--- config.mk ---
export PLATFORM = sky130hd
export DESIGN_NAME = chroma_key_mixer
export DESIGN_NICKNAME = d
export VERILOG_FILES = /design/src/rtl/chroma_key_mixer.sv
export SDC_FILE = /design/constraint.sdc
export NUM_CORES = 1
export LEC_CHECK = 0
export ABC_AREA = 1
export CAP_MARGIN = 20
export CORE_MARGIN = 2
export CORE_UTILIZATION = 35
export CTS_CLUSTER_DIAMETER = 60
export DETAILED_ROUTE_END_ITERATION = 8
export DONT_BUFFER_PORTS = 1
export GPL_ROUTABILITY_DRIVEN = 0
export RECOVER_POWER = 25
export SYNTH_ARGS = -nofsm -noshare
export SYNTH_HDL_FRONTEND = slang
export SYNTH_SLANG_ARGS = --single-unit
--- constraint.sdc ---
create_clock -name clk -period 7.4 [get_ports clk]
set_input_delay 1.11 -clock clk [delete_from_list [all_inputs] [get_ports clk]]
set_output_delay 1.11 -clock clk [all_outputs]
set_load 0.02 [all_outputs]
--- src/rtl/chroma_key_mixer.sv ---
// Streaming chroma-key compositor: aligns foreground and background frames, swaps keyed fg pixels
// for bg pixels through a two-stage stall-as-a-whole pipeline, and keeps per-frame key statistics.
module chroma_key_mixer #(
    parameter int CW     = 8,
    parameter int NUM_CH = 3,
    localparam int PW    = CW * NUM_CH
) (
    input  logic          clk,
    input  logic          reset,
    input  logic          cfg_write,
    input  logic [1:0]    cfg_addr,
    input  logic [31:0]   cfg_writedata,
    input  logic [PW-1:0] fg_data,
    input  logic          fg_valid,
    input  logic          fg_sop,
    input  logic          fg_eop,
    output logic          fg_ready,
    input  logic [PW-1:0] bg_data,
    input  logic          bg_valid,
    input  logic          bg_sop,
    input  logic          bg_eop,
    output logic          bg_ready,
    output logic [PW-1:0] out_data,
    output logic          out_valid,
    output logic          out_sop,
    output logic          out_eop,
    input  logic          out_ready,
    output logic [31:0]   frame_key_count,
    output logic [15:0]   sync_err_count
);

    typedef enum logic [0:0] {
        SEEK = 1'b0,
        RUN  = 1'b1
    } state_t;

    function automatic logic key_hit(input logic [PW-1:0] px, input logic [PW-1:0] key,
                                     input logic [PW-1:0] tol);
        logic          h;
        logic [CW-1:0] a;
        logic [CW-1:0] b;
        logic [CW-1:0] d;
        h = 1'b1;
        for (int c = 0; c < NUM_CH; c++) begin
            a = px[c*CW +: CW];
            b = key[c*CW +: CW];
            d = (a >= b) ? (a - b) : (b - a);
            if (d > tol[c*CW +: CW]) begin
                h = 1'b0;
            end else begin
                h = h;
            end
        end
        return h;
    endfunction

    function automatic logic [PW-1:0] mix(input logic [1:0] mode, input logic hit,
                                          input logic [PW-1:0] fg, input logic [PW-1:0] bg);
        logic [PW-1:0] r;
        case (mode)
            2'd0:    r = fg;
            2'd1:    r = bg;
            2'd2:    r = hit ? bg : fg;
            2'd3:    r = hit ? {PW{1'b1}} : {PW{1'b0}};
            default: r = fg;
        endcase
        return r;
    endfunction

    state_t        state_q,     state_d;
    logic [PW-1:0] key_pend_q,  key_pend_d;
    logic [PW-1:0] tol_pend_q,  tol_pend_d;
    logic [1:0]    mode_pend_q, mode_pend_d;
    logic [PW-1:0] key_act_q,   key_act_d;
    logic [PW-1:0] tol_act_q,   tol_act_d;
    logic [1:0]    mode_act_q,  mode_act_d;
    logic          s1_valid_q,  s1_valid_d;
    logic [PW-1:0] s1_fg_q,     s1_fg_d;
    logic [PW-1:0] s1_bg_q,     s1_bg_d;
    logic          s1_sop_q,    s1_sop_d;
    logic          s1_eop_q,    s1_eop_d;
    logic          s1_hit_q,    s1_hit_d;
    logic [1:0]    s1_mode_q,   s1_mode_d;
    logic          out_valid_q, out_valid_d;
    logic [PW-1:0] out_data_q,  out_data_d;
    logic          out_sop_q,   out_sop_d;
    logic          out_eop_q,   out_eop_d;
    logic [31:0]   running_q,   running_d;
    logic [31:0]   frame_cnt_q, frame_cnt_d;
    logic [15:0]   sync_err_q,  sync_err_d;

    logic          en_s;
    logic          join_s;
    logic          accept_s;
    logic          drop_fg_s;
    logic          drop_bg_s;
    logic          sop_start_s;
    logic          mismatch_s;
    logic [PW-1:0] key_eff_s;
    logic [PW-1:0] tol_eff_s;
    logic [1:0]    mode_eff_s;
    logic          hit_s;
    logic [31:0]   run_base_s;
    logic [31:0]   run_sum_s;
    logic [16:0]   sync_sum_s;

    assign en_s        = !out_valid_q || out_ready;
    assign join_s      = fg_valid && bg_valid && en_s;
    assign sop_start_s = accept_s && fg_sop && bg_sop;
    assign mismatch_s  = (fg_sop != bg_sop) || (fg_eop != bg_eop);
    // The frame-opening pixel already sees the pending config it is about to latch.
    assign key_eff_s   = sop_start_s ? key_pend_q  : key_act_q;
    assign tol_eff_s   = sop_start_s ? tol_pend_q  : tol_act_q;
    assign mode_eff_s  = sop_start_s ? mode_pend_q : mode_act_q;
    assign hit_s       = key_hit(fg_data, key_eff_s, tol_eff_s);
    assign run_base_s  = sop_start_s ? 32'd0 : running_q;
    assign run_sum_s   = run_base_s + {31'd0, hit_s};
    assign sync_sum_s  = {1'b0, sync_err_q} + {16'd0, drop_fg_s} + {16'd0, drop_bg_s};

    assign fg_ready        = accept_s || drop_fg_s;
    assign bg_ready        = accept_s || drop_bg_s;
    assign out_data        = out_data_q;
    assign out_valid       = out_valid_q;
    assign out_sop         = out_sop_q;
    assign out_eop         = out_eop_q;
    assign frame_key_count = frame_cnt_q;
    assign sync_err_count  = sync_err_q;

    generate
        if (PW < 32) begin : g_unused
            logic unused_cfg_bits_s;
            assign unused_cfg_bits_s = ^cfg_writedata[31:PW];
        end
    endgenerate

    // Input handshake: pair acceptance, or discard of non-sop pixels while seeking alignment.
    always_comb begin
        accept_s  = 1'b0;
        drop_fg_s = 1'b0;
        drop_bg_s = 1'b0;
        if (reset) begin
            accept_s = 1'b0;
        end else begin
            case (state_q)
                SEEK: begin
                    if (join_s && fg_sop && bg_sop) begin
                        accept_s = 1'b1;
                    end else begin
                        drop_fg_s = fg_valid && !fg_sop;
                        drop_bg_s = bg_valid && !bg_sop;
                    end
                end
                RUN:     accept_s = join_s;
                default: accept_s = 1'b0;
            endcase
        end
    end

    // Next-state for config, alignment FSM, pipeline and statistics.
    always_comb begin
        state_d     = state_q;
        key_pend_d  = key_pend_q;
        tol_pend_d  = tol_pend_q;
        mode_pend_d = mode_pend_q;
        key_act_d   = key_act_q;
        tol_act_d   = tol_act_q;
        mode_act_d  = mode_act_q;
        s1_valid_d  = s1_valid_q;
        s1_fg_d     = s1_fg_q;
        s1_bg_d     = s1_bg_q;
        s1_sop_d    = s1_sop_q;
        s1_eop_d    = s1_eop_q;
        s1_hit_d    = s1_hit_q;
        s1_mode_d   = s1_mode_q;
        out_valid_d = out_valid_q;
        out_data_d  = out_data_q;
        out_sop_d   = out_sop_q;
        out_eop_d   = out_eop_q;
        running_d   = running_q;
        frame_cnt_d = frame_cnt_q;
        sync_err_d  = sync_sum_s[16] ? 16'hFFFF : sync_sum_s[15:0];

        if (cfg_write) begin
            case (cfg_addr)
                2'd0:    key_pend_d  = cfg_writedata[PW-1:0];
                2'd1:    tol_pend_d  = cfg_writedata[PW-1:0];
                2'd2:    mode_pend_d = cfg_writedata[1:0];
                default: mode_pend_d = mode_pend_q;
            endcase
        end else begin
            mode_pend_d = mode_pend_q;
        end

        if (sop_start_s) begin
            key_act_d  = key_pend_q;
            tol_act_d  = tol_pend_q;
            mode_act_d = mode_pend_q;
        end else begin
            mode_act_d = mode_act_q;
        end

        if (en_s) begin
            s1_valid_d  = accept_s;
            s1_fg_d     = fg_data;
            s1_bg_d     = bg_data;
            s1_sop_d    = fg_sop;
            s1_eop_d    = fg_eop;
            s1_hit_d    = hit_s;
            s1_mode_d   = mode_eff_s;
            out_valid_d = s1_valid_q;
            out_data_d  = mix(s1_mode_q, s1_hit_q, s1_fg_q, s1_bg_q);
            out_sop_d   = s1_valid_q && s1_sop_q;
            out_eop_d   = s1_valid_q && s1_eop_q;
        end else begin
            s1_valid_d = s1_valid_q;
        end

        if (accept_s) begin
            state_d = (fg_eop || bg_eop || mismatch_s) ? SEEK : RUN;
            if (fg_eop) begin
                frame_cnt_d = run_sum_s;
                running_d   = 32'd0;
            end else begin
                running_d   = run_sum_s;
            end
        end else begin
            state_d = state_q;
        end
    end

    // State registers with synchronous reset.
    always_ff @(posedge clk) begin
        if (reset) begin
            state_q     <= SEEK;
            key_pend_q  <= {PW{1'b0}};
            tol_pend_q  <= {PW{1'b0}};
            mode_pend_q <= 2'd2;
            key_act_q   <= {PW{1'b0}};
            tol_act_q   <= {PW{1'b0}};
            mode_act_q  <= 2'd2;
            s1_valid_q  <= 1'b0;
            s1_fg_q     <= {PW{1'b0}};
            s1_bg_q     <= {PW{1'b0}};
            s1_sop_q    <= 1'b0;
            s1_eop_q    <= 1'b0;
            s1_hit_q    <= 1'b0;
            s1_mode_q   <= 2'd2;
            out_valid_q <= 1'b0;
            out_data_q  <= {PW{1'b0}};
            out_sop_q   <= 1'b0;
            out_eop_q   <= 1'b0;
            running_q   <= 32'd0;
            frame_cnt_q <= 32'd0;
            sync_err_q  <= 16'd0;
        end else begin
            state_q     <= state_d;
            key_pend_q  <= key_pend_d;
            tol_pend_q  <= tol_pend_d;
            mode_pend_q <= mode_pend_d;
            key_act_q   <= key_act_d;
            tol_act_q   <= tol_act_d;
            mode_act_q  <= mode_act_d;
            s1_valid_q  <= s1_valid_d;
            s1_fg_q     <= s1_fg_d;
            s1_bg_q     <= s1_bg_d;
            s1_sop_q    <= s1_sop_d;
            s1_eop_q    <= s1_eop_d;
            s1_hit_q    <= s1_hit_d;
            s1_mode_q   <= s1_mode_d;
            out_valid_q <= out_valid_d;
            out_data_q  <= out_data_d;
            out_sop_q   <= out_sop_d;
            out_eop_q   <= out_eop_d;
            running_q   <= running_d;
            frame_cnt_q <= frame_cnt_d;
            sync_err_q  <= sync_err_d;
        end
    end

endmodule

# Yosys cells after proc, flatten, opt, wreduce, memory -nomap -nowiden
# Index checks and enable logic that the tools add are counted.
word_totals:
  ff_bits: 262
classes:
  muxes: 25
  reduce_logical: 25
  bitwise_logic: 1
  n_addsub: 9
  eq_ne: 7
  magnitude_cmp: 6
op_table:
  columns: ["cell", "n"]
  rows:
  - ["two-way mux 24 bit", 4]
  - ["case mux 24 bit (4 select lines)", 1]
  - ["two-way mux 32 bit", 2]
  - ["subtractor 8 bit", 6]
  - ["adder 32 x 1 -> 32 bit", 1]
  - ["greater-or-equal comparator 8 bit", 3]
  - ["greater-than comparator 8 bit", 3]
  - ["two-way mux 8 bit", 3]
  - ["adder 16 x 1 -> 17 bit", 1]
  - ["adder 17 x 1 -> 17 bit", 1]
  - ["two-way mux 16 bit", 1]
  - ["two-way mux 1 bit", 12]
  - ["logical AND 1 bit", 10]
  - ["AND reduction 2 bit", 4]
  - ["== test 2 bit, second input constant", 3]
  - ["logical OR 1 bit", 6]
  - ["== test 2 x 1 -> 1 bit, second input constant", 2]
  - ["logical NOT 2 bit", 2]
  - ["logical NOT 1 bit", 3]
  - ["two-way mux 2 bit", 1]
  - ["!= test 1 bit", 2]
  - ["case mux 1 bit (2 select lines)", 1]
  - ["inverter 1 bit", 1]

# Depth between registers and ports, before layout
# Gate-level depths: netlist of the first run.
logic_depth:
  depth_word: 19
  mapped_depth: 44
  depth_no_buf: 40

# Least setup slack after synthesis of the first run
# OpenSTA, ideal clock, no wires.
synth_path:
  path_type: "in2reg"
  from: "input port reset"
  to: "register frame_cnt_q[30] (netlist: frame_key_count[30])"
  setup_time_ns: 0.114
  slack_ns: 1.317
  t_arrival_ns: 5.969
  required_time_ns: 7.286
  stages: 42
  cell_sequence: "buf_6 -> inv_4 -> nand2_4 -> nor2_4 -> nand3_4 -> buf_8 -> buf_6 -> clkbuf_1 -> or2_2 -> o21ai_2 -> inv_1 -> ha_1 -> clkbuf_1 -> nand2_1 -> nor3_1 -> nand4_1 -> nand3_1 -> buf_4 -> [6 not listed] -> a211oi_1 -> nand2_1 -> o41ai_1 -> nand3_1 -> inv_1 -> ha_1 -> ha_1 -> nand2_1 -> inv_1 -> nand3_4 -> nor2_2 -> inv_2 -> nor2_2 -> nand2_1 -> nand2_1 -> nand2_1 -> o21bai_1 -> inv_1"
synth_between:
  elab_chain_len: 11
  elab_cells_between_ends: 26
synth_rtl:
  columns: ["element", "line", "source"]
  rows:
  - ["start: declaration", "9", "input logic reset,"]
  - ["two-way mux 1 bit *", "141", "if (reset) begin"]
  - ["logical AND 1 bit * (2 in a row)", "109", "assign sop_start_s = accept_s && fg_sop && bg_sop;"]
  - ["two-way mux 24 bit", null, null]
  - ["subtractor 8 bit / greater-or-equal comparator 8 bit (equally long branches)", "47", "d = (a >= b) ? (a - b) : (b - a);"]
  - ["two-way mux 8 bit", "47", null]
  - ["greater-than comparator 8 bit", "48", "if (d > tol[c*CW +: CW]) begin"]
  - ["two-way mux 1 bit (2 in a row)", "48", null]
  - ["two-way mux 1 bit *", "48", null]
  - ["net hit_s", "102", "logic hit_s;"]
  - ["adder 32 x 1 -> 32 bit *", "117", "assign run_sum_s = run_base_s + {31'd0, hit_s};"]
  - ["end signal: assignment", "275", "frame_cnt_q <= frame_cnt_d;"]
  - ["end: declaration", "89", "logic [31:0] frame_cnt_q, frame_cnt_d;"]
# Mark *: on every way through the listed nets, which the timed path passes. The rest lies on a longest branch.
# A chain may end at the register's enable or synchronous reset.

# Worst setup path after layout of the first run
layout_path:
  from: "input port out_ready"
  to: "register frame_cnt_q[20] (netlist: frame_key_count[20])"
layout_between:
  elab_chain_len: 17
  elab_cells_between_ends: 32
layout_rtl:
  columns: ["element", "line", "source"]
  rows:
  - ["start: declaration", "27", "input logic out_ready,"]
  - ["logical OR 1 bit *", "107", "assign en_s = !out_valid_q || out_ready;"]
  - ["logical AND 1 bit *", "108", "assign join_s = fg_valid && bg_valid && en_s;"]
  - ["logical AND 1 bit (2 in a row)", "146", "if (join_s && fg_sop && bg_sop) begin"]
  - ["two-way mux 1 bit", "146", null]
  - ["case mux 1 bit (2 select lines) *", "144", "case (state_q)"]
  - ["two-way mux 1 bit *", "141", null]
  - ["logical AND 1 bit * (2 in a row)", "109", null]
  - ["two-way mux 24 bit", null, null]
  - ["subtractor 8 bit / greater-or-equal comparator 8 bit (equally long branches)", "47", null]
  - ["two-way mux 8 bit", "47", null]
  - ["greater-than comparator 8 bit", "48", null]
  - ["two-way mux 1 bit (2 in a row)", "48", null]
  - ["two-way mux 1 bit *", "48", null]
  - ["net hit_s", "102", null]
  - ["adder 32 x 1 -> 32 bit *", "117", null]
# Marks and branches as above.

==> results of run 1 <==
-- cell usage in the layout (no fill, tap or decap), drive strengths merged, types with 7 or more instances in the layout --
cell type / synthesis / layout
a211oi: 7 / 7
a21oi: 148 / 148
buf: 23 / 14
clkbuf: 70 / 46
clkinv: 1 / 8
dfxtp: 262 / 262
fa: 7 / 7
ha: 71 / 71
inv: 246 / 251
mux2i: 27 / 27
nand2: 307 / 307
nand3: 80 / 80
nand4: 28 / 28
nor2: 237 / 237
nor3: 7 / 7
o211ai: 7 / 7
o21ai: 232 / 232
o21bai: 19 / 19
o221a: 24 / 24
or2: 14 / 14
xnor2: 13 / 13
xor2: 32 / 32
-- worst max-delay path by stage --
stage | to | slack (ns) | cells after the start
2_1_floorplan | frame_key_count[30] | 1.32 | 42
3_3_place_gp | frame_key_count[20] | 0.49 | 38
3_5_place_dp | frame_key_count[20] | 0.40 | 38
4_1_cts | frame_key_count[20] | 0.94 | 40
5_1_grt | frame_key_count[30] | 0.20 | 37
6_report | frame_key_count[20] | 0.69 | 37
-- worst max-delay path, delay by kind of cell --
kind            cells  cell delay [ns]
compound gates      5             0.86
buf+inv             8             1.08
xor+xnor            1             0.24
fa+ha+maj           4             1.09
simple gates       19             2.70
-- power breakdown --
group / switching, mW / leakage, nW / internal (mW)
Clock: 0.665 / 0.612 / 1.12
Sequential: 0.0338 / 2.14 / 1.45
Combinational: 0.162 / 4.21 / 0.0956
-- registers in the layout (all words and copies together), names as in the netlist, 2 cells and up, named ones only --
signal           count
frame_key_count     32
key_act_q           22
key_pend_q          24
mode_act_q           2
mode_pend_q          2
out_data            24
running_q           32
s1_bg_q             24
s1_fg_q             24
s1_mode_q            2
sync_err_count      16
tol_act_q           24
tol_pend_q          24
-- metal layers --
layer | vias up | GRT usage, %
met3 | 54 | 5.46
met1 | 5547 | 24.9
li1 | 6070 | -
met4 | 0 | 5.11
met2 | 288 | 28.0
met5 | - | 0
-- kinds of logic after synthesis --
| family | Yosys count | synth area share (%) |
|---|---|---|
| simple gates | 678 | 21.0 |
| compound gates | 455 | 18.9 |
| buf+inv | 340 | 9.82 |
| flops | 262 | 38.0 |
| fa+ha+maj | 78 | 7.44 |
| xor+xnor | 45 | 2.85 |
| mux | 27 | 1.96 |
-- area by class of cell --
cell class	count	area, um2
flip-flops and latches	262	5250
inverters	247	930
multi-input cells	1283	7190
fillers	4025	23500
clock buffers	44	1010
clock inverters	17	218
repair buffers	16	113
well taps	518	648
-- per-stage QoR --
stage	total power [mW]	util, %
after floorplan	1.72	-
after global placement	1.76	36.5
after detailed placement	1.77	36.5
after CTS	3.58	39.7
after global routing	3.68	39.5
final	3.53	39.5
==> impl_metrics.yaml, run 1 <==
status:
  status: "complete, but fails checks"
  violations: "max-capacitance violations, max-slew violations"
grt:
  first_global_vias: 11400
  grt_usage_pct: 18.3
  globalRouteOverflowTotal: 0
  grt_max_degree: 105
  grt_pass1_wl_um: 60500
  antenna_found_initial: 0
floorplanning:
  fp.coreArea_mm2: 0.0388
  ios: 169
  die_h_um: 203
  num_rows: 72
  initial_core_util_pct: 35.6
  die_area_mm2: 0.0411
  die_x_um: 203
worst_hold_path:
  min_to: "s1_fg_q[3]"
  min_from: "s1_fg_q[3]"
  hp-class: "flip-flop to flip-flop"
  min_path_cells: 2
yosys:
  ys.flop_type: "dfxtp_1"
  synth_area_mm2: 0.0138
  synthTopCellsByArea: "dfxtp_1 (38%), nand2_1 (8.3%), o21ai_0 (7.6%)"
  ys_warn_count: 0
  syn_nets: 2055
  avgSynthCellArea_um2: 7.33
  synthArstFlopShare_pct: 0
  synth_common_cells: "nand2_1 (304), dfxtp_1 (262), inv_1 (243), nor2_1 (223), o21ai_0 (210)"
  synth_edf_count: 0
  yosysMostFrequentCell: "nand2_1"
  ys_seq_area_share_pct: 38.0
  post_synth_num_cell_types: 48
  synth_top_area_share_pct: 38.0
  ys_ff_latch: 262
  synth_top_area_cell: "dfxtp_1"
  synthCells: 1885
sta:
  drv_slew: 143
  holdWs_ns: 0.447
  fin_tns_setup_ns: 0
  rsz0062_at_grt: "false"
  finalHoldViolations: 0
  fin_worst_skew_ns: 0.0190
  tightest_slew_ns: 3.80
  maxSlewHeadroom_pct: -153
  finalWorstSetupSlack_ns: 0.690
  max_freq_mhz: 149
  post-route-min-period_ns: 6.71
  post-route-period-util_pct: 90.7
  setup_viol: 0
setup_path:
  critPathKind: "primary input to flip-flop"
  r2r_cells: 38
  critPathLaunchType: "primary input"
  reg2reg_slack_ns: 0.81
  cp_slowest_cell: "ha_1"
  crit_path_frequent_cell: "nand2_1"
  critPathLaunch: "out_ready"
  required_ns: 7.83
  critical-path-max-stage-delay_ns: 0.40
  cp-end-kind: "flip-flop"
  cp_max_fo: 16
  r2r_start: "out_valid"
  cp.arrival_ns: 7.14
  rr_endpoint: "frame_key_count[20]"
clock_tree:
  holdBufCountCts: 0
  cts_resized: 0
  cts-buffers-inserted: 36
  clkSlewWorstSetupHoldPaths_ns: 0.06
  clock_path_buffers: 3
  worstSkewPairLatency_ns: 0.52
  cts_setup_buffers: 0
  cts_tree: "built"
  cts-root-buf: "clkbuf_16"
  cts_sinks: 262
  cts_max_level: 2
route:
  first_pass_iters: 7
  postRouteAntennaNets: 0
  routed.top_layer: "met4"
  met2_length_um: 16100
  wl_met1_um: 18300
  drt_iter0_drc: 782
  dr_total_vias: 12000
  viasPerCell: 5.01
  wl_met3_um: 2690
  routed_wl_um: 37900
  post_drt_wl_per_cell_um: 15.9
  drc: 0
placed_design:
  dpl_cell_area_mm2: 0.0142
  io_buffers: 0
  dpl.hpwl_um: 26800
  dp.cells: 2326
  pre_cts_slack_ns: 0.395
cells_and_area:
  drive_gt1_share_pct: 7.97
  nets: 2016
  final_cell_area_mm2: 0.0154
  instances_no_fill: 2387
  area_growth_pct: 11.1
  n_antenna_cell: 0
pwr:
  ir_worst_vdd_v: 0.000178
  p_leak_nw: 6.96
  power_density_mw_per_mm2: 230
run:
  maxCapViolCount: 2
Power figures use the tool's default switching activity.
==> run 2: changes to the inputs <==
--- a/config.mk
+++ b/config.mk
@@ -13,6 +13,7 @@
 export DETAILED_ROUTE_END_ITERATION = 8
 export DONT_BUFFER_PORTS = 1
 export GPL_ROUTABILITY_DRIVEN = 0
+export MAX_ROUTING_LAYER = met4
 export RECOVER_POWER = 25
 export SYNTH_ARGS = -nofsm -noshare
 export SYNTH_HDL_FRONTEND = slang
==> run 2 against run 1 <==
  * Largest cell class unchanged
  * Sequential power is essentially flat
  * Largest power group unchanged
  * The flow still finishes with violations (max-capacitance violations, max-slew violations)
  * First-iteration DRC count fell by 1.2%
  * Flip-flop and latch count unchanged
  * Final area stayed put
  * Setup slack improved by 0.039 ns
  * Critical endpoint unchanged
==> impl_metrics.yaml, run 2 (synthesized netlist as in run 1, its figures left out) <==
sta:
  finalHoldViolations: 0
  setup_viol: 0
  finalWorstSetupSlack_ns: 0.729
  maxSlewHeadroom_pct: -157
  holdWs_ns: 0.447
  tightest_slew_ns: 3.85
  max_freq_mhz: 150
  fin_worst_skew_ns: 0.0193
  post-route-period-util_pct: 90.2
  post-route-min-period_ns: 6.67
  rsz0062_at_grt: "false"
  drv_slew: 143
  fin_tns_setup_ns: 0
route:
  postRouteAntennaNets: 0
  wl_met1_um: 18200
  viasPerCell: 5.01
  wl_met3_um: 2700
  dr_total_vias: 12000
  met2_length_um: 16200
  first_pass_iters: 8
  drc: 0
  routed.top_layer: "met4"
  post_drt_wl_per_cell_um: 15.9
  routed_wl_um: 37900
  drt_iter0_drc: 773
setup_path:
  r2r_cells: 38
  crit_path_frequent_cell: "nand2_1"
  reg2reg_slack_ns: 0.85
  critPathKind: "primary input to flip-flop"
  critical-path-max-stage-delay_ns: 0.39
  cp-end-kind: "flip-flop"
  critPathLaunchType: "primary input"
  required_ns: 7.83
  cp_slowest_cell: "ha_1"
  cp.arrival_ns: 7.10
  cp_max_fo: 16
grt:
  grt_usage_pct: 18.8
  globalRouteOverflowTotal: 0
  grt_pass1_wl_um: 60600
  antenna_found_initial: 0
  first_global_vias: 11400
  grt_max_degree: 105
run:
  maxCapViolCount: 2
clock_tree:
  clock_path_buffers: 3
  cts_sinks: 262
  cts_setup_buffers: 0
  cts-buffers-inserted: 36
  clkSlewWorstSetupHoldPaths_ns: 0.06
  worstSkewPairLatency_ns: 0.52
  cts-root-buf: "clkbuf_16"
  cts_resized: 0
  cts_tree: "built"
  cts_max_level: 2
  holdBufCountCts: 0
cells_and_area:
  area_growth_pct: 11.1
  seq_area_mm2: 0.00525
  drive_gt1_share_pct: 7.97
  layout_commonest_cell: "nand2_1"
  nFillCells: 4025
  multiInputGateArea_mm2: 0.00719
  final_cell_mix: "nand2_1 (305), dfxtp_1 (262), inv_1 (243)"
  nets: 2016
  n_antenna_cell: 0
  post-route-util_pct: 39.5
floorplanning:
  initial_core_util_pct: 35.6
  fp.coreArea_mm2: 0.0388
  ios: 169
  die_area_mm2: 0.0411
  die_h_um: 203
  num_rows: 72
  die_x_um: 203
worst_hold_path:
  hp-class: "flip-flop to flip-flop"
  min_path_cells: 2
pwr:
  power_density_mw_per_mm2: 230
  p_leak_nw: 6.96
  ir_worst_vdd_v: 0.000177
placed_design:
  pre_cts_slack_ns: 0.395
  dpl.hpwl_um: 26800
  io_buffers: 0
status:
  violations: "max-capacitance violations, max-slew violations"
  status: "complete, but fails checks"
-- run 2: cell counts in the layout (fill, tap and decap cells not counted) --
No cell type changed its count.
-- run 2: final timing paths --
path / to / startpoint
setup / recovery: frame_key_count[20] / out_ready
hold / removal: s1_fg_q[1] / s1_fg_q[1]
setup reg to reg: frame_key_count[20] / out_valid
hold reg to reg: s1_fg_q[1] / s1_fg_q[1]
-- run 2: layout make-up --
class / instances / share of cell area [%]
Tap cell: 518 / 4.22
Inverter: 247 / 6.05
Clock inverter: 17 / 1.42
Timing Repair Buffer: 16 / 0.733
Clock buffer: 44 / 6.59
Multi-Input combinational cell: 1283 / 46.8
Sequential cell: 262 / 34.2
-- run 2: critical path, delay by kind of cell --
family | cells | cell delay (ns)
AO/OA/AOI/OAI | 5 | 0.87
XOR/XNOR | 1 | 0.24
adder cells (fa/ha/maj) | 4 | 1.08
buffers and inverters | 8 | 1.08
AND/OR/NAND/NOR | 19 | 2.69
-- run 2: per-layer routing --
metal	track usage, %	vias up
met2	28.0	295
met4	5.11	0
met5	-	-
met3	5.46	49
met1	24.9	5546
li1	-	6070
-- run 2: through the flow --
stage	power [mW]	cell area [um2]	cells
finish	3.53	15400	2387
detailed placement	1.77	14200	2326
global placement	1.76	14200	2326
global route	3.68	15400	2387
CTS	3.58	15400	2387
floorplan	1.72	13800	1885
-- run 2: report_power, final --
part / leakage [nW] / internal [mW] / total, mW / switching [mW]
combinational: 4.21 / 0.0956 / 0.257 / 0.162
clock: 0.612 / 1.12 / 1.79 / 0.667
sequential: 2.14 / 1.45 / 1.49 / 0.0339
